==> src/rtl/piso_serial_tx.sv <==
`default_nettype none
// ============================================================================
// Module      : piso_serial_tx
// Description : Parallel-in/serial-out transmitter with valid/ready intake,
//               framing flags and a configurable idle gap between frames.
// Revision    : 1.0 - initial release
// ============================================================================
module piso_serial_tx #(
    parameter int WIDTH     = 8,
    parameter int MSB_FIRST = 1,
    parameter int GAP       = 1
) (
    input  logic             clk,
    input  logic             reset,
    input  logic [WIDTH-1:0] din,
    input  logic             din_valid,
    output logic             din_ready,
    output logic             q,
    output logic             q_valid,
    output logic             frame_start,
    output logic             frame_end,
    output logic             busy
);

    localparam int                 c_cnt_w    = $clog2(WIDTH);
    localparam logic [c_cnt_w-1:0] c_cnt_last = c_cnt_w'(WIDTH - 1);
    localparam logic [3:0]         c_gap_last = 4'((GAP > 0) ? GAP - 1 : 0);

    typedef enum logic [1:0] {
        ST_IDLE  = 2'd0,
        ST_SHIFT = 2'd1,
        ST_GAP   = 2'd2
    } state_t;

    state_t             r_state;
    state_t             w_state_nxt;
    logic [c_cnt_w-1:0] r_cnt;
    logic [c_cnt_w-1:0] w_cnt_nxt;
    logic [WIDTH-1:0]   r_shreg;
    logic [WIDTH-1:0]   w_shreg_nxt;
    logic [WIDTH-1:0]   w_shifted;
    logic [3:0]         r_gap_cnt;
    logic [3:0]         w_gap_nxt;
    logic               w_out_bit;
    logic               w_last_bit;
    logic               w_accept;
    logic               r_q;
    logic               r_q_valid;
    logic               r_frame_start;
    logic               r_frame_end;
    logic               r_busy;

    generate
        if (MSB_FIRST != 0) begin : g_msb_first
            assign w_shifted = {r_shreg[WIDTH-2:0], 1'b0};
            assign w_out_bit = w_shreg_nxt[WIDTH-1];
        end else begin : g_lsb_first
            assign w_shifted = {1'b0, r_shreg[WIDTH-1:1]};
            assign w_out_bit = w_shreg_nxt[0];
        end
    endgenerate

    assign w_last_bit = (r_state == ST_SHIFT) && (r_cnt == c_cnt_last);
    // With no gap, the last-bit cycle also accepts the next word so frames abut.
    assign din_ready  = reset && ((r_state == ST_IDLE) || (w_last_bit && (GAP == 0)));
    assign w_accept   = din_valid && din_ready;

    always_comb begin
        w_state_nxt = r_state;
        w_cnt_nxt   = r_cnt;
        w_shreg_nxt = r_shreg;
        w_gap_nxt   = r_gap_cnt;
        case (r_state)
            ST_IDLE: begin
                if (w_accept) begin
                    w_state_nxt = ST_SHIFT;
                    w_shreg_nxt = din;
                    w_cnt_nxt   = '0;
                end
            end
            ST_SHIFT: begin
                if (w_last_bit) begin
                    if (w_accept) begin
                        w_shreg_nxt = din;
                        w_cnt_nxt   = '0;
                    end else if (GAP > 0) begin
                        w_state_nxt = ST_GAP;
                        w_gap_nxt   = '0;
                    end else begin
                        w_state_nxt = ST_IDLE;
                    end
                end else begin
                    w_cnt_nxt   = r_cnt + 1'b1;
                    w_shreg_nxt = w_shifted;
                end
            end
            ST_GAP: begin
                if (r_gap_cnt == c_gap_last) begin
                    w_state_nxt = ST_IDLE;
                end else begin
                    w_gap_nxt = r_gap_cnt + 1'b1;
                end
            end
            default: w_state_nxt = ST_IDLE;
        endcase
    end

    // Outputs are registered from next-state so the first bit appears one cycle after accept.
    always_ff @(posedge clk) begin
        if (!reset) begin
            r_state       <= ST_IDLE;
            r_cnt         <= '0;
            r_shreg       <= '0;
            r_gap_cnt     <= '0;
            r_q           <= 1'b0;
            r_q_valid     <= 1'b0;
            r_frame_start <= 1'b0;
            r_frame_end   <= 1'b0;
            r_busy        <= 1'b0;
        end else begin
            r_state       <= w_state_nxt;
            r_cnt         <= w_cnt_nxt;
            r_shreg       <= w_shreg_nxt;
            r_gap_cnt     <= w_gap_nxt;
            r_q           <= (w_state_nxt == ST_SHIFT) && w_out_bit;
            r_q_valid     <= (w_state_nxt == ST_SHIFT);
            r_frame_start <= (w_state_nxt == ST_SHIFT) && (w_cnt_nxt == '0);
            r_frame_end   <= (w_state_nxt == ST_SHIFT) && (w_cnt_nxt == c_cnt_last);
            r_busy        <= (w_state_nxt != ST_IDLE);
        end
    end

    assign q           = r_q;
    assign q_valid     = r_q_valid;
    assign frame_start = r_frame_start;
    assign frame_end   = r_frame_end;
    assign busy        = r_busy;

endmodule
`default_nettype wire

==> config.mk <==
export PLATFORM = sky130hd
export DESIGN_NAME = piso_serial_tx
export DESIGN_NICKNAME = d
export VERILOG_FILES = /design/src/rtl/piso_serial_tx.sv
export SDC_FILE = /design/constraint.sdc
export NUM_CORES = 1
export LEC_CHECK = 0
export ABC_AREA = 0
export CAP_MARGIN = 25
export CORE_MARGIN = 5
export CORE_UTILIZATION = 35
export CTS_CLUSTER_SIZE = 8
export DETAILED_ROUTE_END_ITERATION = 10
export GPL_ROUTABILITY_DRIVEN = 0
export SYNTH_ARGS = -nofsm -noshare
export SYNTH_HDL_FRONTEND = slang
export SYNTH_SLANG_ARGS = --single-unit
==> constraint.sdc <==
create_clock -name clk -period 1.7 [get_ports clk]
set_input_delay 0.17 -clock clk [delete_from_list [all_inputs] [get_ports clk]]
set_output_delay 0.17 -clock clk [all_outputs]
set_load 0.01 [all_outputs]
==> qor.csv <==
stage;metric;value;unit
sta;fin_crit;1600;ps
finish;area_growth;29.7;%
worst_setup_path;critPathLaunchType;register;
floorplan;die_y;62.9;µm
sta;timing.final.crit_share;94.3;%
sta;fmax;624;MHz
worst_hold_path;min_to;r_shreg[0];
clock_network;path_clk_slew;120;ps
routing;postRouteAntennaNets;0;
worst_setup_path;worstPathRequired;1920;ps
clock_network;root_buffer;clkbuf_4;
sta;hold_slack;401;ps
finish;final_common_cell;dfxtp_1;
sta;tightest_slew;283;ps
sta;setup_viol;0;
floorplan;core-area;2710;µm²
global_routing;grt_pass1_vias;832;
status;status;finished, final reports clean;
global_routing;grt_max_degree;15;
worst_hold_path;hold_path_depth;3;
pwr;p_clk_share;28.8;%
clock_network;cts_made_buffers;3;
worst_setup_path;cp_slowest_stage_delay;350;ps
pwr;power_frac_seq;56.8;%
placement;io_buffers;16;
synth;synth_ff_type;dfxtp_1;
placement;dp_slack;4.43;ps
finish;stdcell_count;161;
worst_setup_path;slowest_stage;dfxtp_2;
worst_setup_path;reg2reg_from;r_cnt[0];
synth;synth_edf_count;0;
placement;dpl.cell_count;157;
clock_network;clock_path_buffers;2;
routing;dr.pass1.iters;4;
clock_network;cts.sinks;22;
synth;syn-cell-area;978;µm²
worst_setup_path;critPathArrivalTime;1820;ps
worst_setup_path;crit_buf_inv;1;
synth;ys_ff_latch;22;
pwr;powerDensity;783;nW/µm²
routing;via_per_inst;5.00;
synth;yosysTopAreaCellShare;45.0;%
floorplan;die_x;62.9;µm
pwr;p_int;753;µW
worst_hold_path;min_path_type;in2reg;
floorplan;num_rows;19;
worst_setup_path;cp-startpoint;r_cnt[0];
sta;report.final.slew_viol_count;0;
routing;drt_iter0_markers;25;
synth;ys_top_cells_by_area;dfxtp_1 45%, ha_1 5.1%, inv_1 5.0%, a22oi_1 4.6%, o21ai_1 4.1%;
floorplan;die_area;3950;µm²
finish;nNetsFinal;146;
clock_network;clock_latency;310;ps
sta;finalHoldViolCount;0;
worst_setup_path;critical_path_class;reg2reg;
floorplan;start_util;36.1;%
pwr;p_leak;0.517;nW
clock_network;cts_tree;yes;
pwr;swShare;24.2;%
worst_setup_path;worst-r2r-cell-count;7;
placement;dp_hpwl;1.55;mm
pwr;p_sw;240;µW
sta;skew;8.08;ps
routing;vias;805;
synth;synth_top_cell_by_area;dfxtp_1;
synth;syn_inst;110;
finish;fillerInstances;281;
synth;avgSynthCellArea;8.89;µm²
global_routing;antenna_found_initial;0;
worst_setup_path;path_cells;ha_1 > ha_2 > buf_4 > nand3b_1 > o21ai_2 > and2_1 > or2_1;
global_routing;grt_pass1_wl;3.68;mm
synth;syn-num-nets;125;
worst_setup_path;end_kind;register;
clock_network;htreeDepth;1;
finish;layout_common_cells;19 x dfxtp_1, 15 x clkdlybuf4s50_1, 13 x inv_1, 7 x o21ai_1;
worst_setup_path;path_max_fanout;4;
synth;synthArstFlopShare;0;%
routing;routed_wl;2.08;mm
synth;ys_warn_count;0;
sta;setup_slack;97.4;ps
finish;diodes;0;
floorplan;io-pin-count;17;
global_routing;grt_overflow;0;
routing;drc;0;
pwr;power_frac_comb;14.4;%
worst_setup_path;r2r_setup_slack;100;ps
global_routing;grt_use_total;11.6;%
pwr;irDropWorstVdd;0.544;mV
synth;synth_cell_types;34;
synth;ys_seq_area_share;45.0;%
worst_setup_path;r2r_end;busy;
sta;rsz0062_at_grt;no;
sta;max-slew-margin-rel;81.1;%
flow_run;maxCapViolCount;0;
sta;finalSetupTns;0;ps
routing;routedWlPerCell;12.9;µm
worst_hold_path;min_from;din[0];
finish;drive_above_1_share;18.5;%
worst_setup_path;cpLargestDelayFamily;simple AND/OR/NAND/NOR gates;
state kept, by name, indices dropped and copies added, names as in the netlist:
| register | count |
|---|---|
| busy | 1 |
| frame_end | 1 |
| frame_start | 1 |
| q | 1 |
| q_valid | 1 |
| r_cnt | 3 |
| r_gap_cnt | 4 |
| r_shreg | 8 |
| r_state | 2 |
through the flow:
step	util, %	area [µm²]	power, mW
finish	46.8	1270	0.994
floorplan	-	978	0.644
CTS	45.7	1240	1.01
detailed placement	43.7	1180	0.711
global route	46.8	1270	1.06
global placement	43.7	1180	0.705
how the worst max path moves through the flow:
| stage | slack [ps] | to | cells after the start |
|---|---|---|---|
| floorplan | 160 | frame_start | 6 |
| global placement | 30 | frame_end | 6 |
| detailed placement | 4 | r_shreg[5] | 6 |
| CTS | 5 | busy | 7 |
| global route | 5 | busy | 7 |
| finish | 100 | busy | 7 |
metal layers:
layer  part of all wire (%)  GRT usage (%)  vias to the layer above
li1                       -              -                      422
met1                     47           13.4                      366
met2                     47           18.5                       13
met3                    4.8           5.04                        4
met4                    1.7           4.77                        0
met5                      0              0                        -
power by group through the flow:
stage	clock network, mW	logic, mW	registers, mW
6_report	0.286	0.143	0.565
5_1_grt	0.325	0.161	0.570
4_1_cts	0.307	0.140	0.563
3_5_place_dp	0	0.137	0.573
3_3_place_gp	0	0.132	0.573
2_1_floorplan	0	0.0744	0.569
repair_timing:
action                                 in CTS  in global routing
buffers inserted                            0                  0
setup endpoints to repair                   3                 13
endpoints found under the hold margin       0                  0
resized for setup                           5                  9
pin swaps                                   1                  4
hold buffers                                0                  0
worst reg2reg max path: stages (launching register included):
cell      delay (ps)
dfxtp_2          350
ha_1             200
ha_2             200
buf_4            140
nand3b_1         160
o21ai_2           90
and2_1           170
or2_1            200
logic make-up (layout without fill, tap and decap cells):
group,Yosys count,after routing,synth area share (%)
XOR/XNOR,1,1,0.895
AND/OR/NAND/NOR,33,33,19.6
adder cells (fa/ha/maj),4,4,5.12
AO/OA/AOI/OAI,33,33,22.1
flip-flops,22,22,45.0
buffers and inverters,17,37,7.29
layout make-up:
cell class                 count  area (µm²)  area share (%)
clock buffer                   4        36.3            2.86
inverter                      13        48.8            3.85
multi-input combinational     71         505            39.8
sequential                    22         447            35.2
tap                           31        38.8            3.06
timing repair buffer          20         193            15.2
cells in the mapped netlist, drive strengths merged (3+ instances only):
library cell / n
o21ai: 9
nor2: 7
and3: 3
nand2b: 4
ha: 4
nand2: 4
nor3: 3
buf: 4
nand3: 3
a22oi: 6
dfxtp: 22
a21oi: 6
inv: 13
No activity file was read; power rests on OpenSTA's default activity.
